===== src/rtl/vend_coin_scheduler.sv =====
// Coin front-end: captures sensor pulses and arbitrates them round-robin into a FIFO.
// It then issues one-hot coin pulses to the vending FSM, spaced by a settle/hold sequence.
module vend_coin_scheduler #(
  parameter int DEPTH = 4,
  parameter int GAP   = 2,
  parameter int CNT_W = 8
) (
  input  logic             i_clk,
  input  logic             i_rst,
  input  logic             i_nickel_req,
  input  logic             i_dime_req,
  input  logic             i_quarter_req,
  input  logic             i_soda,
  input  logic             i_vend_busy,
  output logic             o_nickel,
  output logic             o_dime,
  output logic             o_quarter,
  output logic             o_fifo_full,
  output logic             o_reject,
  output logic             o_overflow,
  output logic [CNT_W-1:0] o_coin_cnt
);

  localparam int AW = (DEPTH > 1) ? $clog2(DEPTH) : 1;
  localparam int SW = (GAP > 1) ? $clog2(GAP) : 1;

  typedef enum logic [1:0] {IDLE, ISSUE, SETTLE, HOLD} state_t;

  logic [2:0]             req;
  logic [2:0]             pend_q, pend_d, grant;
  logic [1:0]             ptr_q, ptr_d, gidx, sel, code, pop_code;
  logic                   found, push, pop, can_push;
  logic [DEPTH-1:0][1:0]  mem_q, mem_d;
  logic [AW-1:0]          wr_q, wr_d, rd_q, rd_d;
  logic [AW:0]            cnt_q, cnt_d;
  logic                   full_q, full_d;
  state_t                 state_q, state_d;
  logic [SW-1:0]          settle_q, settle_d;
  logic                   soda_q, soda_d;
  logic [2:0]             out_q, out_d;
  logic                   reject_q, reject_d, overflow_q, overflow_d;
  logic [CNT_W-1:0]       coin_q, coin_d;

  assign req = {i_quarter_req, i_dime_req, i_nickel_req};

  // Capture, round-robin arbitration and FIFO bookkeeping
  always_comb begin
    pop      = (state_q == IDLE) && (cnt_q != '0) && !i_vend_busy;
    // A same-cycle pop frees a slot, so a full FIFO may still accept a push.
    can_push = !full_q || pop;
    found    = 1'b0;
    gidx     = 2'd0;
    sel      = 2'd0;
    for (int k = 0; k < 3; k++) begin
      sel = 2'((int'(ptr_q) + k) % 3);
      if (!found && can_push && pend_q[sel]) begin
        found = 1'b1;
        gidx  = sel;
      end
    end
    push     = found;
    grant    = found ? (3'b001 << gidx) : 3'b000;
    ptr_d    = found ? ((gidx == 2'd2) ? 2'd0 : gidx + 2'd1) : ptr_q;
    code     = gidx + 2'd1;
    pop_code = mem_q[rd_q];

    pend_d     = (pend_q & ~grant) | req;
    reject_d   = |(req & pend_q & ~grant);
    overflow_d = overflow_q | reject_d;

    mem_d = mem_q;
    if (push) mem_d[wr_q] = code;
    wr_d   = wr_q + AW'(push);
    rd_d   = rd_q + AW'(pop);
    cnt_d  = cnt_q + (AW+1)'(push) - (AW+1)'(pop);
    full_d = (cnt_d == (AW+1)'(DEPTH));
  end

  // Issue FSM
  always_comb begin
    state_d  = state_q;
    settle_d = settle_q;
    soda_d   = soda_q;
    out_d    = 3'b000;
    coin_d   = coin_q;
    case (state_q)
      IDLE: begin
        if (pop) begin
          state_d = ISSUE;
          out_d   = 3'b001 << (pop_code - 2'd1);
        end
      end
      ISSUE: begin
        state_d  = SETTLE;
        settle_d = SW'(GAP - 1);
        coin_d   = coin_q + CNT_W'(1);
      end
      SETTLE: begin
        if (i_soda) soda_d = 1'b1;
        if (settle_q == '0) begin
          if (soda_q || i_soda || i_vend_busy) begin
            state_d = HOLD;
          end else begin
            state_d = IDLE;
            soda_d  = 1'b0;
          end
        end else begin
          settle_d = settle_q - SW'(1);
        end
      end
      HOLD: begin
        if (!i_vend_busy) begin
          state_d = IDLE;
          soda_d  = 1'b0;
        end
      end
      default: state_d = IDLE;
    endcase
  end

  always_ff @(posedge i_clk or posedge i_rst) begin
    if (i_rst) begin
      pend_q     <= '0;
      ptr_q      <= 2'd0;
      mem_q      <= '0;
      wr_q       <= '0;
      rd_q       <= '0;
      cnt_q      <= '0;
      full_q     <= 1'b0;
      state_q    <= IDLE;
      settle_q   <= '0;
      soda_q     <= 1'b0;
      out_q      <= 3'b000;
      reject_q   <= 1'b0;
      overflow_q <= 1'b0;
      coin_q     <= '0;
    end else begin
      pend_q     <= pend_d;
      ptr_q      <= ptr_d;
      mem_q      <= mem_d;
      wr_q       <= wr_d;
      rd_q       <= rd_d;
      cnt_q      <= cnt_d;
      full_q     <= full_d;
      state_q    <= state_d;
      settle_q   <= settle_d;
      soda_q     <= soda_d;
      out_q      <= out_d;
      reject_q   <= reject_d;
      overflow_q <= overflow_d;
      coin_q     <= coin_d;
    end
  end

  assign o_nickel    = out_q[0];
  assign o_dime      = out_q[1];
  assign o_quarter   = out_q[2];
  assign o_fifo_full = full_q;
  assign o_reject    = reject_q;
  assign o_overflow  = overflow_q;
  assign o_coin_cnt  = coin_q;

endmodule


===== config.mk =====
export PLATFORM = sky130hd
export DESIGN_NAME = vend_coin_scheduler
export DESIGN_NICKNAME = d
export VERILOG_FILES = /design/src/rtl/vend_coin_scheduler.sv
export SDC_FILE = /design/constraint.sdc
export NUM_CORES = 1
export LEC_CHECK = 0
export BUFFER_PORTS_ARGS = -buffer_cell sky130_fd_sc_hd__clkbuf_2
export CAP_MARGIN = 5
export CELL_PAD_IN_SITES_DETAIL_PLACEMENT = 1
export CELL_PAD_IN_SITES_GLOBAL_PLACEMENT = 1
export CORE_MARGIN = 2
export CORE_UTILIZATION = 42
export CTS_BUF_LIST = sky130_fd_sc_hd__clkbuf_16
export DETAILED_ROUTE_END_ITERATION = 8
export GPL_ROUTABILITY_DRIVEN = 0
export GPL_TIMING_DRIVEN = 0
export PLACE_DENSITY = 0.81
export RECOVER_POWER = 25
export SLEW_MARGIN = 0
export SYNTH_ARGS = -nofsm -noshare
export SYNTH_HDL_FRONTEND = slang
export SYNTH_SLANG_ARGS = --single-unit

===== constraint.sdc =====
create_clock -name i_clk -period 2.8 [get_ports i_clk]
set_input_delay 0.42 -clock i_clk [delete_from_list [all_inputs] [get_ports i_clk]]
set_output_delay 0.42 -clock i_clk [all_outputs]
set_load 0.03 [all_outputs]

==> impl_metrics.ini <==
[status]
status = finished with violations
violations = capacitance limit

[pwr]
power_density_mw_per_mm2 = 1410
power.leakage_nw = 1.14
clkPwrFrac_pct = 15.9
pwr-share-comb_pct = 53.4
p_seq_share_pct = 30.6
ir_drop_v = 0.000559
p_sw_share_pct = 41.5
p_switching_w = 0.00137
finalPower_w = 0.00331
p_int_w = 0.00194

[sta]
clock.fmax_ghz = 0.381
finalSetupViolCount = 0
final_max_slew_viol_count = 0
min_period_ns = 2.63
fin_ws_ns = 0.172
slew_headroom_pct = 1.73
tightest_slew_ns = 1.47
post-route-period-util_pct = 93.9
finClkSkew_ns = 0.00245
hold_viol_final = 0

[final_layout]
area_delta_synth_final_pct = 18.8
finalNonFillerCells = 255
layout-drive-gt1-share_pct = 25.1
final_area_mm2 = 0.00234
n_antenna_cell = 0
nets = 228

[critical_path]
worstSetupStartpointType = register
required_ns = 3.01
crit_fanout = 10
crit_path_frequent_cell = xnor2_1
cp.arrival_ns = 2.84
endpoint_kind = register
path_cells = buf_4 > ha_4 > mux2_4 > nor3_4 > o31a_1 > buf_6 > buf_8 > nand2b_1 > fa_2 > xnor2_1 > xnor2_1 > nand2_1 > nor2_1
critPathMaxStageDelay_ns = 0.38
worst_path_max_delay_cell = dfrtp_1
worst-setup-path-type = register to register

[logic_synthesis]
synth-seq-cells = 38
syn_area_per_cell_um2 = 11.4
synth-async-reset-ratio_pct = 100
synthDistinctLibCells = 41
synth-edff-count = 0
syn-num-nets = 197
synthCells = 173
syn_area_mm2 = 0.00197
yosys_warnings = 0
yosysSeqAreaShare_pct = 48.3
synth_ff_type = dfrtp_1

[floorplanning]
die_area_mm2 = 0.00525
std_cell_rows = 24
core_mm2 = 0.00444
ioPinCount = 21
die_x_um = 72.5
die_y_um = 72.5
initial_core_util_pct = 44.3

[clocking]
cts-root-buf = clkbuf_16
cts_max_path_buffers = 2
cts_sinks = 38
clock_latency_ns = 0.28
htreeDepth = 2
cts_made_buffers = 5
clk_pin_slew_ns = 0.05
cts_tree = done

[global_route]
grt_pass1_wl_um = 6800
grt_pass1_vias = 1373
track_usage_pct = 17.4
antenna_found_initial = 0
grt_overflow_total = 0
grt_max_degree = 39

[placed_design]
pre_cts_ws_ns = -0.0950
dpl_cell_area_mm2 = 0.00213
io_buffers = 20
dp_hpwl_um = 2780
place_inst = 245

[routing]
vias_per_cell = 5.28
drt_first_pass_iters = 4
num_vias = 1347
routedWlPerCell_um = 16.0
initialDrtViolationCount = 49
route.antenna.remaining_nets = 0
wl_um = 4090
drc = 0

[run]
cap_viol_max_count = 1

[min_path]
hold_class = input port to register
[kinds of logic (layout without fill, tap and decap cells)]
family	count (synthesis)	in the layout	share of synthesized area, %
multiplexers	15	15	10.0
buffers and inverters	21	51	4.64
XOR/XNOR	13	13	5.79
adder cells (fa/ha/maj)	17	17	11.2
flip-flops	38	38	48.3
AND/OR/NAND/NOR	47	47	12.5
AO/OA/AOI/OAI	22	22	7.57
[Yosys cell counts, types with 2 or more instances]
| master | instances | area, µm² |
|---|---|---|
| nor2_1 | 7 | 26.3 |
| xor2_1 | 5 | 43.8 |
| nand2b_1 | 2 | 12.5 |
| a21o_1 | 3 | 22.5 |
| nand2_1 | 19 | 71.3 |
| inv_1 | 18 | 67.6 |
| nand3_1 | 6 | 30.0 |
| xnor2_1 | 8 | 70.1 |
| a31oi_1 | 2 | 12.5 |
| ha_1 | 16 | 200 |
| a21oi_1 | 4 | 20.0 |
| mux2_2 | 2 | 22.5 |
| nor2b_1 | 2 | 12.5 |
| mux2_4 | 4 | 60.1 |
| mux4_2 | 2 | 45.0 |
| nand4_1 | 2 | 12.5 |
| o21ai_0 | 4 | 20.0 |
| mux2i_1 | 7 | 70.1 |
| dfrtp_1 | 38 | 951 |
[final timing paths]
check                                                from  slack, ns                   endpoint  cells after the start
worst max register to register       ptr_q[0]$_DFFE_PP0P_       0.17      o_fifo_full$_DFF_PP0_                     13
max in group asynchronous                           i_rst       1.38     state_q[1]$_DFFE_PP0P_                      2
worst max-delay path                 ptr_q[0]$_DFFE_PP0P_       0.17      o_fifo_full$_DFF_PP0_                     13
min in group asynchronous                           i_rst       0.55         out_q[1]$_DFF_PP0_                      2
worst min register to register  o_coin_cnt[7]$_DFFE_PP0N_       0.47  o_coin_cnt[7]$_DFFE_PP0N_                      1
worst min-delay path                        i_quarter_req       0.33        pend_q[2]$_DFF_PP0_                      2
[worst max-delay path, delay by kind of cell (launching register included)]
family / cells / cell delay (ns)
buffers and inverters: 3 / 0.41
xor gates and xnor gates: 2 / 0.34
AOI/OAI and AO/OA: 1 / 0.17
and+or+nand+nor: 4 / 0.44
adders and majority gates: 2 / 0.51
DFF: 1 / 0.38
muxes: 1 / 0.31
[stage by stage]
step | setup TNS (ns) | hold slack [ns] | utilization (%)
after floorplan | 0 | 0.466 | -
after global placement | -0.0164 | 0.460 | 48.0
after detailed placement | -0.0950 | 0.464 | 48.0
after CTS | 0 | 0.308 | 51.4
after global routing | -0.00303 | 0.339 | 52.6
final | 0 | 0.330 | 52.6
[layer usage]
metal	up-vias	track usage [%]	part of all wire, %
met2	24	27.5	48
met4	0	6.79	1.7
li1	648	-	-
met5	-	0	0
met3	7	6.25	4.5
met1	668	21.9	46
[flip-flops by register name, indices dropped and copies added, names as in the netlist]
signal / count
mem_q: 8
o_coin_cnt: 8
cnt_q: 3
out_q: 3
pend_q: 3
ptr_q: 2
rd_q: 2
state_q: 2
wr_q: 2
o_fifo_full: 1
o_overflow: 1
o_reject: 1
settle_q: 1
soda_q: 1
[cell usage in the layout, fill, tap and decap left out, types with 2 or more instances in the layout]
cell	synthesis	layout
nand2b_1	2	2
dfrtp_1	38	38
buf_4	1	5
mux2i_1	7	7
nand4_1	2	2
nor2b_1	2	2
a31oi_1	2	2
mux2_2	2	2
nand3_1	6	5
a21oi_1	4	4
nand2_1	19	19
xor2_1	5	5
nor2_1	7	7
inv_1	18	17
ha_1	16	14
o21ai_0	4	4
clkbuf_16	0	5
a21o_1	3	3
mux2_4	4	4
clkbuf_2	0	20
mux4_2	2	2
xnor2_1	8	8
[power by group through the flow]
stage	logic, W	clock network (W)	registers [W]
after detailed placement	0.00161	0	0.00102
after global placement	0.00154	0	0.00100
after global routing	0.00199	0.000557	0.00105
after CTS	0.00167	0.000541	0.00101
final	0.00177	0.000527	0.00101
after floorplan	0.00116	0	0.00107
[repair_timing]
action / 4_1_cts / 5_1_grt
endpoints found under the setup margin: 1 / 2
pin swaps: 0 / 1
endpoints found under the hold margin: 0 / 0
hold buffers: 0 / 0
resized for setup: 3 / 8
buffers inserted: 1 / 3
[area by class of cell]
| class | count | area [µm²] |
|---|---|---|
| Timing Repair Buffer | 24 | 130 |
| Multi-Input combinational cell | 114 | 962 |
| Fill cell | 499 | 2110 |
| Clock buffer | 5 | 125 |
| Buffer | 3 | 33.8 |
| Clock inverter | 1 | 3.75 |
| Sequential cell | 38 | 951 |
| Inverter | 18 | 67.6 |
| Tap cell | 52 | 65.1 |
Note: power is estimated with default switching activity, not from simulation.
